File: config.mk
export PLATFORM = sky130hd
export DESIGN_NAME = seq_det_arb_flat
export DESIGN_NICKNAME = d
export VERILOG_FILES = /design/src/rtl/seq_det_arb_if.sv /design/src/rtl/seq_det_arb.sv /design/src/flat_wrapper.sv
export SDC_FILE = /design/constraint.sdc
export NUM_CORES = 1
export LEC_CHECK = 0
export BUFFER_PORTS_ARGS = -buffer_cell sky130_fd_sc_hd__buf_2
export CAP_MARGIN = 20
export CORE_ASPECT_RATIO = 1.5
export CORE_MARGIN = 3
export CORE_UTILIZATION = 57
export DETAILED_ROUTE_END_ITERATION = 10
export PLACE_DENSITY = 0.76
export SYNTH_ARGS = -nofsm -noshare
export SYNTH_HDL_FRONTEND = slang
export SYNTH_SLANG_ARGS = --single-unit
File: constraint.sdc
create_clock -name clk -period 3.7 [get_ports clk]
set_clock_uncertainty 0.1 [all_clocks]
set_input_delay 0.37 -clock clk [delete_from_list [all_inputs] [get_ports clk]]
set_output_delay 0.37 -clock clk [all_outputs]
set_load 0.01 [all_outputs]
File: src/rtl/seq_det_arb_if.sv
// Request/grant and detection bundle for seq_det_arb.
// det_cnt exists only when SEQ_DET_ARB_CNT_EN is defined.
interface seq_det_arb_if;
  logic [3:0]  req;
  logic [3:0]  bit_in;
  logic [3:0]  clr;
  logic [3:0]  gnt;
  logic        det_vld;
  logic [1:0]  det_ch;
`ifdef SEQ_DET_ARB_CNT_EN
  logic [31:0] det_cnt;

  modport master (
    output req, bit_in, clr,
    input  gnt, det_vld, det_ch, det_cnt
  );
  modport slave (
    input  req, bit_in, clr,
    output gnt, det_vld, det_ch, det_cnt
  );
`else
  modport master (
    output req, bit_in, clr,
    input  gnt, det_vld, det_ch
  );
  modport slave (
    input  req, bit_in, clr,
    output gnt, det_vld, det_ch
  );
`endif
endinterface

File: src/rtl/seq_det_arb.sv
// Shared 4-bit sequence detector time-multiplexed over 4 channels by a
// round-robin arbiter; SEQ_DET_ARB_CNT_EN adds per-channel hit counters.
module seq_det_arb #(
  parameter logic [3:0] PATTERN = 4'b1001
) (
  input logic          clk,
  input logic          rst,
  seq_det_arb_if.slave bus
);
  logic [1:0] ptr;
  logic [3:0] hist [4];
  logic [2:0] fill [4];

  logic [3:0] grant;
  logic       hit;
  logic [1:0] gidx;
  logic [1:0] idx;
  logic [3:0] nh;
  logic [2:0] nf;
  logic       match;

  logic       det_vld;
  logic [1:0] det_ch;

  // First requester at or after ptr, wrapping modulo 4
  always_comb begin
    grant = '0;
    hit   = 1'b0;
    gidx  = '0;
    idx   = '0;
    for (int i = 0; i < 4; i++) begin
      idx = ptr + 2'(i);
      if (!hit && bus.req[idx]) begin
        hit  = 1'b1;
        gidx = idx;
      end
    end
    if (hit)
      grant[gidx] = 1'b1;
  end

  // A clear in the grant cycle restarts the context with the new bit
  always_comb begin
    nh    = '0;
    nf    = '0;
    match = 1'b0;
    if (bus.clr[gidx]) begin
      nh = {3'b000, bus.bit_in[gidx]};
      nf = 3'd1;
    end else begin
      nh = {hist[gidx][2:0], bus.bit_in[gidx]};
      nf = (fill[gidx] == 3'd4) ? 3'd4 : fill[gidx] + 3'd1;
    end
    match = hit && !bus.clr[gidx] &&
            (nf == 3'd4) && (nh == PATTERN);
  end

  always_ff @(posedge clk) begin
    if (rst) begin
      ptr     <= '0;
      det_vld <= 1'b0;
      det_ch  <= '0;
      for (int k = 0; k < 4; k++) begin
        hist[k] <= '0;
        fill[k] <= '0;
      end
    end else begin
      for (int k = 0; k < 4; k++) begin
        if (bus.clr[k]) begin
          hist[k] <= '0;
          fill[k] <= '0;
        end
      end
      if (hit) begin
        ptr        <= gidx + 2'd1;
        hist[gidx] <= nh;
        fill[gidx] <= nf;
      end
      det_vld <= match;
      if (match)
        det_ch <= gidx;
    end
  end

  assign bus.gnt     = grant;
  assign bus.det_vld = det_vld;
  assign bus.det_ch  = det_ch;

`ifdef SEQ_DET_ARB_CNT_EN
  logic [7:0] cnt [4];

  always_ff @(posedge clk) begin
    if (rst) begin
      for (int k = 0; k < 4; k++)
        cnt[k] <= '0;
    end else begin
      for (int k = 0; k < 4; k++) begin
        if (bus.clr[k])
          cnt[k] <= '0;
        else if (match && gidx == 2'(k) && cnt[k] != 8'hff)
          cnt[k] <= cnt[k] + 8'd1;
      end
    end
  end

  assign bus.det_cnt = {cnt[3], cnt[2], cnt[1], cnt[0]};
`endif
endmodule
File: src/flat_wrapper.sv
// flat-port wrapper written by rule: the top's interface ports become plain ports
module seq_det_arb_flat 
#(
  parameter logic [3:0] PATTERN = 4'b1001
)
  (clk, rst, bus_req, bus_bit_in, bus_clr, bus_gnt, bus_det_vld, bus_det_ch);
  seq_det_arb_if bus_i ();
  input logic clk;
  input logic rst;
  input wire logic [$bits(bus_i.req)-1:0] bus_req;
  input wire logic [$bits(bus_i.bit_in)-1:0] bus_bit_in;
  input wire logic [$bits(bus_i.clr)-1:0] bus_clr;
  output wire logic [$bits(bus_i.gnt)-1:0] bus_gnt;
  output wire logic [$bits(bus_i.det_vld)-1:0] bus_det_vld;
  output wire logic [$bits(bus_i.det_ch)-1:0] bus_det_ch;
  assign bus_i.req = bus_req;
  assign bus_i.bit_in = bus_bit_in;
  assign bus_i.clr = bus_clr;
  assign bus_gnt = bus_i.gnt;
  assign bus_det_vld = bus_i.det_vld;
  assign bus_det_ch = bus_i.det_ch;
  seq_det_arb #(.PATTERN(PATTERN)) u_core (.clk(clk), .rst(rst), .bus(bus_i));
endmodule
# Word-level counts from Yosys, hierarchy flattened
# Memory sizes are Yosys's and may differ from the RTL's.
# Cells that the tools add are included.
# classes
addsub	5
n_mul	0
div_mod_pow	0
magnitude_cmp	6
eq_ne	3
n_shift	0
n_mux	51
bitwise_logic	8
reduce_logical	11
# op_table
operator	count
2-to-1 mux 1 bit	28
2-to-1 mux 4 bit	6
2-to-1 mux 3 bit	6
less-than comparator 2 x 3 -> 1 bit, second input constant	5
binary-select mux 1 bit (select 2 bit)	6
2-to-1 mux 2 bit	4
OR 1 bit	8
logical AND 1 bit	7
equality test 3 bit, second input constant	2
adder 2 x 1 -> 2 bit, second input constant	2
adder 2 bit, second input constant	2
equality test 4 bit, second input constant	1
logical NOT 1 bit	4
adder 3 x 1 -> 3 bit, second input constant	1
demux 1 bit (select 2 bit)	1
>= comparator 2 x 1 -> 1 bit, second input constant	1
# totals
reg_bits	5
latchBits	0
mem_bits_rw	28
rom_bits	0
input_bits	14
out_inout_bits	7
word_cells	89
memories	2
# mem_list
memory	depth	width	rd	rd_ports_with_merged_regs	wr	line	rtl
u_core.hist	4	4	1	0	5	seq_det_arb.sv:11	logic [3:0] hist [4];
u_core.fill	4	3	1	0	5	seq_det_arb.sv:12	logic [2:0] fill [4];

# Depth between registers and ports, before layout
# Gate-level depths: netlist (run 1).
# An unclocked memory read counts as a cell.
# depth
depth_word	19
ltp_mapped	14
mapped_depth_nobuf	13

# Least setup slack after synthesis (run 1)
# No wires, ideal clock.
# synth_path
path_kind	input to register
from	in bus_req[2]
to	reg u_core.det_ch[0] (netlist: u_core.bus.det_ch[0])
setup_time_ps	130
t_arrival_ps	2514
required_ps	3470
path_slack_ps	956
stages	13
path_buffers	1
path_cell_list	nor2b_4 > a21o_1 > a211o_1 > inv_2 > buf_6 > nand3_1 > nand2_1 > inv_1 > ha_1 > a2111o_1 > nand4bb_1 > o21ai_1 > a21oi_1
# synth_via
elab_chain_len	19
elab_cells_between_ends	39
classes_between	add/sub: 1; eq/ne: 3; mux: 23; reduce/logical: 10; memory: 2
# synth_lines
item	line	rtl
start: declaration	flat_wrapper.sv:10	input wire logic [$bits(bus_i.req)-1:0] bus_req;
binary-select mux 1 bit (select 2 bit)	seq_det_arb.sv:33	if (!hit && bus.req[idx]) begin
2-to-1 mux 1 bit (not written as such)	seq_det_arb.sv:33	
2-to-1 mux 1 bit	seq_det_arb.sv:33	
logical NOT 1 bit	seq_det_arb.sv:33	
logical AND 1 bit	seq_det_arb.sv:33	
2-to-1 mux 1 bit	seq_det_arb.sv:33	
logical NOT 1 bit	seq_det_arb.sv:33	
logical AND 1 bit	seq_det_arb.sv:33	
[4 not listed]	-	
net u_core.gidx[0]	seq_det_arb.sv:16	logic [1:0] gidx;
memory read (4 x 3 bit)	-	
adder 3 x 1 -> 3 bit / equality test 3 bit (equally long branches)	seq_det_arb.sv:52	nf = (fill[gidx] == 3'd4) ? 3'd4 : fill[gidx] + 3'd1;
2-to-1 mux 3 bit	seq_det_arb.sv:52	
2-to-1 mux 3 bit	seq_det_arb.sv:47	if (bus.clr[gidx]) begin
equality test 3 bit	seq_det_arb.sv:55	(nf == 3'd4) && (nh == PATTERN);
logical AND 1 bit	seq_det_arb.sv:54	match = hit && !bus.clr[gidx] &&
logical AND 1 bit	seq_det_arb.sv:55	
end signal: assignment	seq_det_arb.sv:81	det_ch <= gidx;
end: declaration	seq_det_arb.sv:23	logic [1:0] det_ch;
# Mark *: on every way through the listed nets, which the timed path passes. The rest lies on a longest branch. The select of a mux whose other input is x is not followed.
# A chain may end at the register's enable or synchronous reset.

# Worst setup path in the final report (run 1)
# layout_path
from	reg u_core.ptr[1]
to	reg u_core.det_ch[0] (netlist: u_core.bus.det_ch[0])
# layout_via
elab_chain_len	19
elab_cells_between_ends	42
classes_between	add/sub: 4; eq/ne: 3; mux: 23; reduce/logical: 10; memory: 2
# layout_lines
item	line	rtl
start: declaration	seq_det_arb.sv:10	logic [1:0] ptr;
start signal: assignment	seq_det_arb.sv:75	ptr <= gidx + 2'd1;
parallel branches: the longest is 19 deep, another holds memory read (4 x 3 bit)	-	
# Several ways; the timed one is not identified. The select of a mux whose other input is x is not followed.

==> results of run 1 <==
[cell type report]
class | count | share of cell area, %
flip-flops and latches | 29 | 42.32
inverters | 7 | 1.355
clock inverters | 3 | 2.387
clock buffers | 5 | 3.548
well taps | 37 | 2.387
repair buffers | 21 | 5.548
multi-input cells | 122 | 42.45
[worst min-delay path by stage]
stage / from / to / cells past startpoint
global route: rst / u_core.bus.det_ch[1] / 2
finish: rst / u_core.bus.det_ch[1] / 2
detailed placement: u_core.bus.det_ch[1] / u_core.bus.det_ch[1] / 2
CTS: rst / u_core.bus.det_ch[1] / 2
floorplan: u_core.bus.det_ch[0] / u_core.bus.det_ch[0] / 2
global placement: u_core.bus.det_ch[0] / u_core.bus.det_ch[0] / 2
[kinds of logic (layout without fill, tap and decap cells)]
| family | count (synthesis) | after routing |
|---|---|---|
| buf+inv | 10 | 36 |
| compound gates | 25 | 25 |
| mux | 15 | 15 |
| flops | 29 | 29 |
| simple gates | 76 | 76 |
| fa+ha+maj | 6 | 6 |
[critical path, delay by kind of cell (launching register included)]
kind	cells	cell delay, ns
AO/OA/AOI/OAI	4	1.34
AND/OR/NAND/NOR	5	0.73
flip-flops	1	0.46
adder cells (fa/ha/maj)	1	0.23
buffers and inverters	1	0.07
[metrics by stage]
step	setup WS, ns	instance area, um^2	hold WS [ns]
finish	0.6786	1939	0.2807
global route	0.4240	1939	0.2786
CTS	0.6863	1939	0.2696
detailed placement	0.5522	1824	0.3847
global placement	0.6983	1824	0.3664
floorplan	0.9559	1697	0.4030
[where the power goes]
| group | switching (mW) | total [mW] | internal [mW] |
|---|---|---|---|
| Sequential | 0.0221 | 0.429 | 0.407 |
| Clock | 0.134 | 0.336 | 0.201 |
| Combinational | 0.237 | 0.382 | 0.145 |
| Total | 0.393 | 1.15 | 0.753 |
[synth_stat cells (2+ instances only)]
master    count
nor2b_1       5
buf_6         2
o21ai_0       6
ha_1          6
or3_1         4
nand2b_1      3
mux2_2        2
mux2i_1       9
edfxtp_1     24
inv_2         2
a21oi_1       5
dfxtp_1       5
nand2_1      11
nor2_1       28
inv_1         5
o21ai_1       2
mux2i_4       3
nand3_1      16
a211oi_1      2
[sequential cells by signal (all words and copies together) (netlist names)]
name / count
u_core.bus.det_ch: 2
u_core.ptr: 2
u_core.bus.det_vld: 1
u_core.fill: 12
u_core.hist: 12
[layout by cell type, fill, tap and decap left out, types with 2 or more instances in the layout]
cell type / instances
a21oi_1: 5
buf_2: 20
nand2b_1: 3
nand3_1: 16
inv_1: 5
ha_1: 6
nor2b_1: 5
nor2_1: 28
o21ai_1: 2
edfxtp_1: 24
mux2_2: 2
mux2i_1: 9
a211oi_1: 2
dfxtp_1: 5
or3_1: 4
nand2_1: 11
clkbuf_8: 5
inv_2: 2
o21ai_0: 6
mux2i_4: 3
[layer usage]
layer | part of all wire (%) | vias to the layer above
li1 | - | 632
met1 | 40 | 618
met2 | 50 | 51
met3 | 7.5 | 8
met4 | 2.0 | 0
met5 | 0 | -
==> impl_metrics.toml, run 1 <==
[run_status]
status = "completed"

[power_and_ir_drop]
ir_worst_vdd_v = 0.0003874
leakage_nw = 0.7967
power.density_nw_per_um2 = 591.0
totalPowerFinal_mw = 1.146

[finish]
nets = 206
fin_util_pct = 70.20
stdcell_count = 224
regArea_um2 = 820.8
n_antenna_cell = 0
drive_gt1_share_pct = 22.46
num-fill-cells = 236
areaGrowthSynthToFinish_pct = 14.31
multiInputGateArea_um2 = 823.3

[sta]
slew_violations = 0
max_freq_mhz = 331.0
rsz0062_at_grt = "no"
final-hold-violation-count = 0
fin_crit_ns = 3.021
finalCritPeriodShare_pct = 81.66
tightest_slew_ns = 0.7046
slew_headroom_pct = 52.75
finalSetupViolations = 0
fin_setup_tns_ns = 0

[worst_setup_path]
crit_required_ns = 3.82
path_class = "flip-flop to flip-flop"
r2r-start = "u_core.ptr[1]"
path_common_cell = "nand3_1"
cp_data_arrival_time_ns = 3.14
startpoint = "u_core.ptr[1]"
worstSetupEndpointType = "flip-flop"
rr_worst_depth = 11
critPathMaxFanout = 7
crit_chain = "nand2_2, a211oi_1, o21ai_0, nand3_1, nand2_1, inv_1, ha_1, a2111o_1, and4bb_1, nand3_1, a21oi_1"
slowest_stage = "a211oi_1"
critPathMaxStageDelay_ns = 0.63
r2r-end = "u_core.bus.det_ch[0]"
startpoint_type = "flip-flop"
endpoint = "u_core.bus.det_ch[0]"
r2r_slack_ns = 0.68

[grt]
grtUsageMet3_pct = 9.816
grt_util_all_layers_pct = 23.33
grt_pass1_wl_um = 6078
antenna_found_initial = 0
grt_max_degree = 13
grt_pass1_vias = 1295
grt_busiest_layer = "met2"
gr-total-overflow = 0
use_met1_pct = 26.01
grt_use_met2_pct = 37.79

[die]
die_y_um = 72.82
dieArea_um2 = 3681
die_width_um = 50.55
io_pins = 21
rows = 23
core_area_um2 = 2763
start_util_pct = 61.41

[synth]
synthMuxAreaShare_pct = 11.50
netlist_area_um2 = 1697
synthFlopType = "edfxtp_1"
syn-num-nets = 181
synth_top_cell_area_share_pct = 42.48
yosys.area_share.xor_xnor_pct = 0
synthSimpleGateAreaFrac_pct = 22.49
synth_top_area_cell = "edfxtp_1"
synth_area_leaders = "edfxtp_1 42%, nor2_1 6.2%, dfxtp_1 5.9%"
ys_seq_elements = 29
synth_top_family_by_area = "simple AND/OR/NAND/NOR gates"
syn_avg_cell_area_um2 = 10.54
yosys.area_share.adder_pct = 4.425
synth_compound_area_share_pct = 10.10
synth_cell_types = 40
async_flop_share_pct = 0
ys_seq_area_share_pct = 48.38
synth_edf_count = 24
syn-instance-count = 161
yosys_warnings = 0

[placement]
numPortBuffers = 20
dp_cells = 216
routabilityCongestion = 0.9758
dp_hpwl_um = 2786

[cts]
post_cts_resize_count = 0
cts_tree = "yes"
post_cts_buffers = 0
clk_pin_slew_ns = 0.07
clkLatencyLatePin_ns = 0.29
numCtsBuffers = 5
cts-root-buf = "clkbuf_8"
htree_levels = 2
cts_buffer_depth = 2
clock-sinks = 29
cts-hold-fix-buffers = 0

[routing]
wl_per_cell_um = 16.83
avgViaCountPerCell = 5.844
first_pass_iters = 4
wirelength_um = 3771
vias = 1309
drc = 0
ant_nets = 0
drtIter0Drc = 46

[min_path]
holdCritPathClass = "input port to flip-flop"

[job]
maxCapViolCount = 0
(Power assumes the default switching activity.)
==> inputs of run 2 (changes only) <==
Clock period 3.7 ns to 3.1 ns, I/O delays scaled along.
==> impl_metrics.toml, run 2 (same netlist as run 1, synthesis figures left out) <==
[run_status]
status = "completed"

[placement]
routabilityCongestion = 0.8611
numPortBuffers = 20
dp_slack_ns = 0.08763
dp_cells = 219
dp_hpwl_um = 2814
post_dp_cell_area_um2 = 1847

[finish]
nets = 209
areaGrowthSynthToFinish_pct = 14.16
layout_common_cells = "28 x nor2_1, 24 x edfxtp_1, 20 x buf_2, 16 x nand3_1, 11 x nand2_1"
n_antenna_cell = 0
stdcell_count = 227
final_cell_area_um2 = 1937
drive_gt1_share_pct = 23.68
largest_registers = "u_core.fill: 12 flops, u_core.hist: 12 flops"
layout_commonest_cell = "nor2_1"

[routing]
wirelength_um = 3836
drc = 0
drtIter0Drc = 86
vias = 1326
first_pass_iters = 4
ant_nets = 0
avgViaCountPerCell = 5.841
wl_per_cell_um = 16.90

[worst_setup_path]
startpoint_type = "flip-flop"
cp_data_arrival_time_ns = 3.01
critPathMaxFanout = 8
crit_required_ns = 3.17
worstSetupEndpointType = "flip-flop"
path_class = "flip-flop to flip-flop"

[cts]
htree_levels = 2
clkLatencyLatePin_ns = 0.28
clk_pin_slew_ns = 0.06
cts-hold-fix-buffers = 0
cts-root-buf = "clkbuf_8"
post_cts_buffers = 0
numCtsBuffers = 5
cts_buffer_depth = 2
clock-sinks = 29
cts_tree = "yes"
post_cts_resize_count = 0

[power_and_ir_drop]
clkPwrFrac_pct = 23.0
p_sw_uw = 451.0
ir_worst_vdd_v = 0.0004333
internal-power_uw = 832.4
power.density_nw_per_um2 = 662.6
comb_power_share_pct = 37.1
leakage_nw = 0.8010
seqPwrFrac_pct = 39.9
swShare_pct = 35.14

[sta]
max_freq_mhz = 339.4
fin_crit_ns = 2.946
final-hold-violation-count = 0
setup_ws_ns = 0.1539
slew_violations = 0
fin_hold_ws_ns = 0.2186
finalCritPeriodShare_pct = 95.04
tightest_slew_ns = 0.4122
rsz0062_at_grt = "no"
finalSetupViolations = 0
slew_headroom_pct = 72.47
fin_setup_tns_ns = 0

[die]
die_width_um = 50.55
io_pins = 21
core_area_um2 = 2763
rows = 23
dieArea_um2 = 3681
die_y_um = 72.82
start_util_pct = 61.41

[grt]
antenna_found_initial = 0
grt_max_degree = 11
grt_util_all_layers_pct = 22.85
grt_pass1_wl_um = 5961
grt_pass1_vias = 1231
gr-total-overflow = 0

[job]
maxCapViolCount = 0

[min_path]
holdCritPathClass = "input port to flip-flop"
[run 2: final timing paths]
kind              cells past startpoint                    to  slack (ns)            startpoint
setup / recovery                     11  u_core.bus.det_ch[1]        0.15         u_core.ptr[0]
hold / removal                        2         u_core.ptr[1]        0.22                   rst
setup reg to reg                     11  u_core.bus.det_ch[1]        0.15         u_core.ptr[0]
hold reg to reg                       2  u_core.bus.det_ch[0]        0.39  u_core.bus.det_ch[0]
[run 2: layer usage]
layer / up-vias / global-route usage (%) / part of all wire (%)
li1: 640 / - / -
met1: 625 / 25.61 / 39
met2: 53 / 40.70 / 52
met3: 8 / 5.726 / 6.4
met4: 0 / 9.581 / 1.6
met5: - / 0 / 0
[run 2: cell type report]
type	count	area, um^2
clock buffer	7	76.32
inverter	7	28.78
clock inverter	1	5.005
multi-input combinational	122	828.3
fill	222	825.8
timing repair buffer	24	130.1
sequential	29	822.0
tap	37	46.29
[run 2: power groups by stage]
stage | sequential (mW) | clock [mW] | combinational (mW)
after CTS | 0.511 | 0.301 | 0.470
after global routing | 0.516 | 0.319 | 0.517
after global placement | 0.516 | 0 | 0.451
after floorplan | 0.512 | 0 | 0.351
after detailed placement | 0.518 | 0 | 0.464
final | 0.512 | 0.295 | 0.476
[run 2: critical path: stages, from the launching register on]
cell       delay, ns
dfxtp_1         0.41
nand2b_1        0.18
a21o_2          0.24
nand2_4         0.09
inv_2           0.21
mux2i_1         0.23
mux2i_1         0.13
ha_1            0.33
a2111o_1        0.36
nand4bb_1       0.26
o21ai_1         0.20
a21oi_1         0.08
[run 2: through the flow]
step	util [%]	total power [mW]
floorplan	-	0.8632
CTS	69.79	1.281
global route	70.11	1.351
global placement	66.85	0.9669
detailed placement	66.85	0.9822
finish	70.11	1.283
==> inputs of run 3 (changes only) <==
Settings changed: CORE_UTILIZATION 57 to 50, CTS_BUF_LIST set to sky130_fd_sc_hd__clkbuf_4, CTS_CLUSTER_SIZE set to 16, PLACE_DENSITY 0.76 to 0.67.
==> impl_metrics.toml, run 3 (same netlist as run 1, synthesis figures left out) <==
[power_and_ir_drop]
ir_worst_vdd_v = 0.0004430
power.density_nw_per_um2 = 670.6
leakage_nw = 0.8058
totalPowerFinal_mw = 1.302

[finish]
layout_commonest_cell = "nor2_1"
n_antenna_cell = 0
nets = 210
layout_common_cells = "28 x nor2_1, 24 x edfxtp_1, 20 x buf_2, 16 x nand3_1, 11 x nand2_1"
drive_gt1_share_pct = 24.61
areaGrowthSynthToFinish_pct = 14.45
largest_registers = "u_core.fill: 12 flops, u_core.hist: 12 flops"

[worst_setup_path]
startpoint = "u_core.ptr[0]"
cp_data_arrival_time_ns = 3.07
path_class = "flip-flop to flip-flop"
r2r-start = "u_core.ptr[0]"
crit_required_ns = 3.24
critPathMaxFanout = 9
slowest_stage = "dfxtp_1"
path_common_cell = "a21oi_1"
startpoint_type = "flip-flop"
crit_chain = "nand2b_1, a21oi_1, a211o_2, inv_4, nand3_1, nand2_1, inv_1, ha_1, a2111o_1, nand4bb_1, o21ai_1, a21oi_1"
critPathMaxStageDelay_ns = 0.42
worstSetupEndpointType = "flip-flop"

[sta]
tightest_slew_ns = 0.3600
fin_crit_ns = 2.937
finalCritPeriodShare_pct = 94.73
max_freq_mhz = 340.5
fin_setup_tns_ns = 0
slew_headroom_pct = 76.00
rsz0062_at_grt = "no"
slew_violations = 0
final-hold-violation-count = 0
finalSetupViolations = 0

[placement]
numPortBuffers = 20
routabilityCongestion = 0.8505
dp_hpwl_um = 2940

[routing]
drtIter0Drc = 52
avgViaCountPerCell = 5.706
drc = 0
vias = 1318
ant_nets = 0
first_pass_iters = 4
wl_per_cell_um = 16.84
wirelength_um = 3889

[min_path]
hold_start = "rst"
holdCritPathClass = "input port to flip-flop"

[die]
rows = 25
start_util_pct = 53.18
dieArea_um2 = 4143
core_area_um2 = 3191
die_width_um = 53.56
io_pins = 21
die_y_um = 77.35

[grt]
grt_pass1_wl_um = 6230
grt_util_all_layers_pct = 21.50
grt_pass1_vias = 1336
grt_max_degree = 11
antenna_found_initial = 0
gr-total-overflow = 0

[cts]
cts_tree = "yes"
cts_buffer_depth = 2
clk_pin_slew_ns = 0.10
numCtsBuffers = 5
post_cts_buffers = 0
cts-hold-fix-buffers = 0
clkLatencyLatePin_ns = 0.35
cts-root-buf = "clkbuf_4"
htree_levels = 2
clock-sinks = 29

[job]
maxCapViolCount = 0

[run_status]
status = "completed"
==> run 3: cell count changes in the layout (fill, tap and decap cells not counted), sizes merged <==
cell and change:
buf +1, bufinv +1, clkbuf -1
==> run 3: final cells by class <==
type / instances / area (um^2)
Tap cell: 40 / 50.05
Multi-Input combinational cell: 122 / 824.5
Clock inverter: 2 / 33.78
Inverter: 7 / 28.78
Timing Repair Buffer: 25 / 137.6
Fill cell: 297 / 1249
Sequential cell: 29 / 822.0
Clock buffer: 6 / 45.04
==> run 3: per-layer routing <==
layer / share of wire, % / track usage (%)
met3: 3.5 / 4.031
met1: 39 / 24.08
met4: 3.8 / 12.53
met5: 0 / 0
met2: 53 / 36.24
==> run 3: what timing repair did <==
item / CTS / global route
endpoints found under the setup margin: 0 / 2
hold endpoints to repair: 0 / 0
gates resized for setup: 0 / 3
==> run 3: path summary, 6_finish.rpt <==
path / endpoint / depth (start not counted) / slack [ns]
hold reg to reg: u_core.bus.det_ch[0] / 2 / 0.41
setup reg to reg: u_core.bus.det_ch[1] / 12 / 0.16
hold / removal: u_core.ptr[1] / 2 / 0.14
setup / recovery: u_core.bus.det_ch[1] / 12 / 0.16
==> run 3: worst max-delay path, delay by kind of cell (launching register included) <==
kind | cells | cell delay [ns]
AOI/OAI and AO/OA | 5 | 1.12
adders and majority gates | 1 | 0.30
buffers and inverters | 2 | 0.19
DFF | 1 | 0.42
and+or+nand+nor | 4 | 0.70
==> run 3: stage by stage <==
step | util [%] | instance area [um^2] | cells | setup WS (ns) | hold slack (ns)
2_1_floorplan | - | 1697 | 161 | 0.4159 | 0.4030
3_3_place_gp | 58.24 | 1858 | 223 | 0.2358 | 0.3672
3_5_place_dp | 58.24 | 1858 | 223 | 0.04546 | 0.3936
4_1_cts | 60.71 | 1937 | 231 | 0.1166 | 0.1507
5_1_grt | 60.86 | 1942 | 231 | 0.008005 | 0.1892
6_report | 60.86 | 1942 | 231 | 0.1634 | 0.1391
==> run 3: report_power, final <==
| part | switching, mW | leakage [nW] | internal (mW) | total, mW |
|---|---|---|---|---|
| Combinational | 0.284 | 0.449 | 0.191 | 0.475 |
| Sequential | 0.0257 | 0.313 | 0.486 | 0.512 |
| Clock | 0.140 | 0.0433 | 0.176 | 0.316 |
| Total | 0.449 | 0.806 | 0.853 | 1.30 |
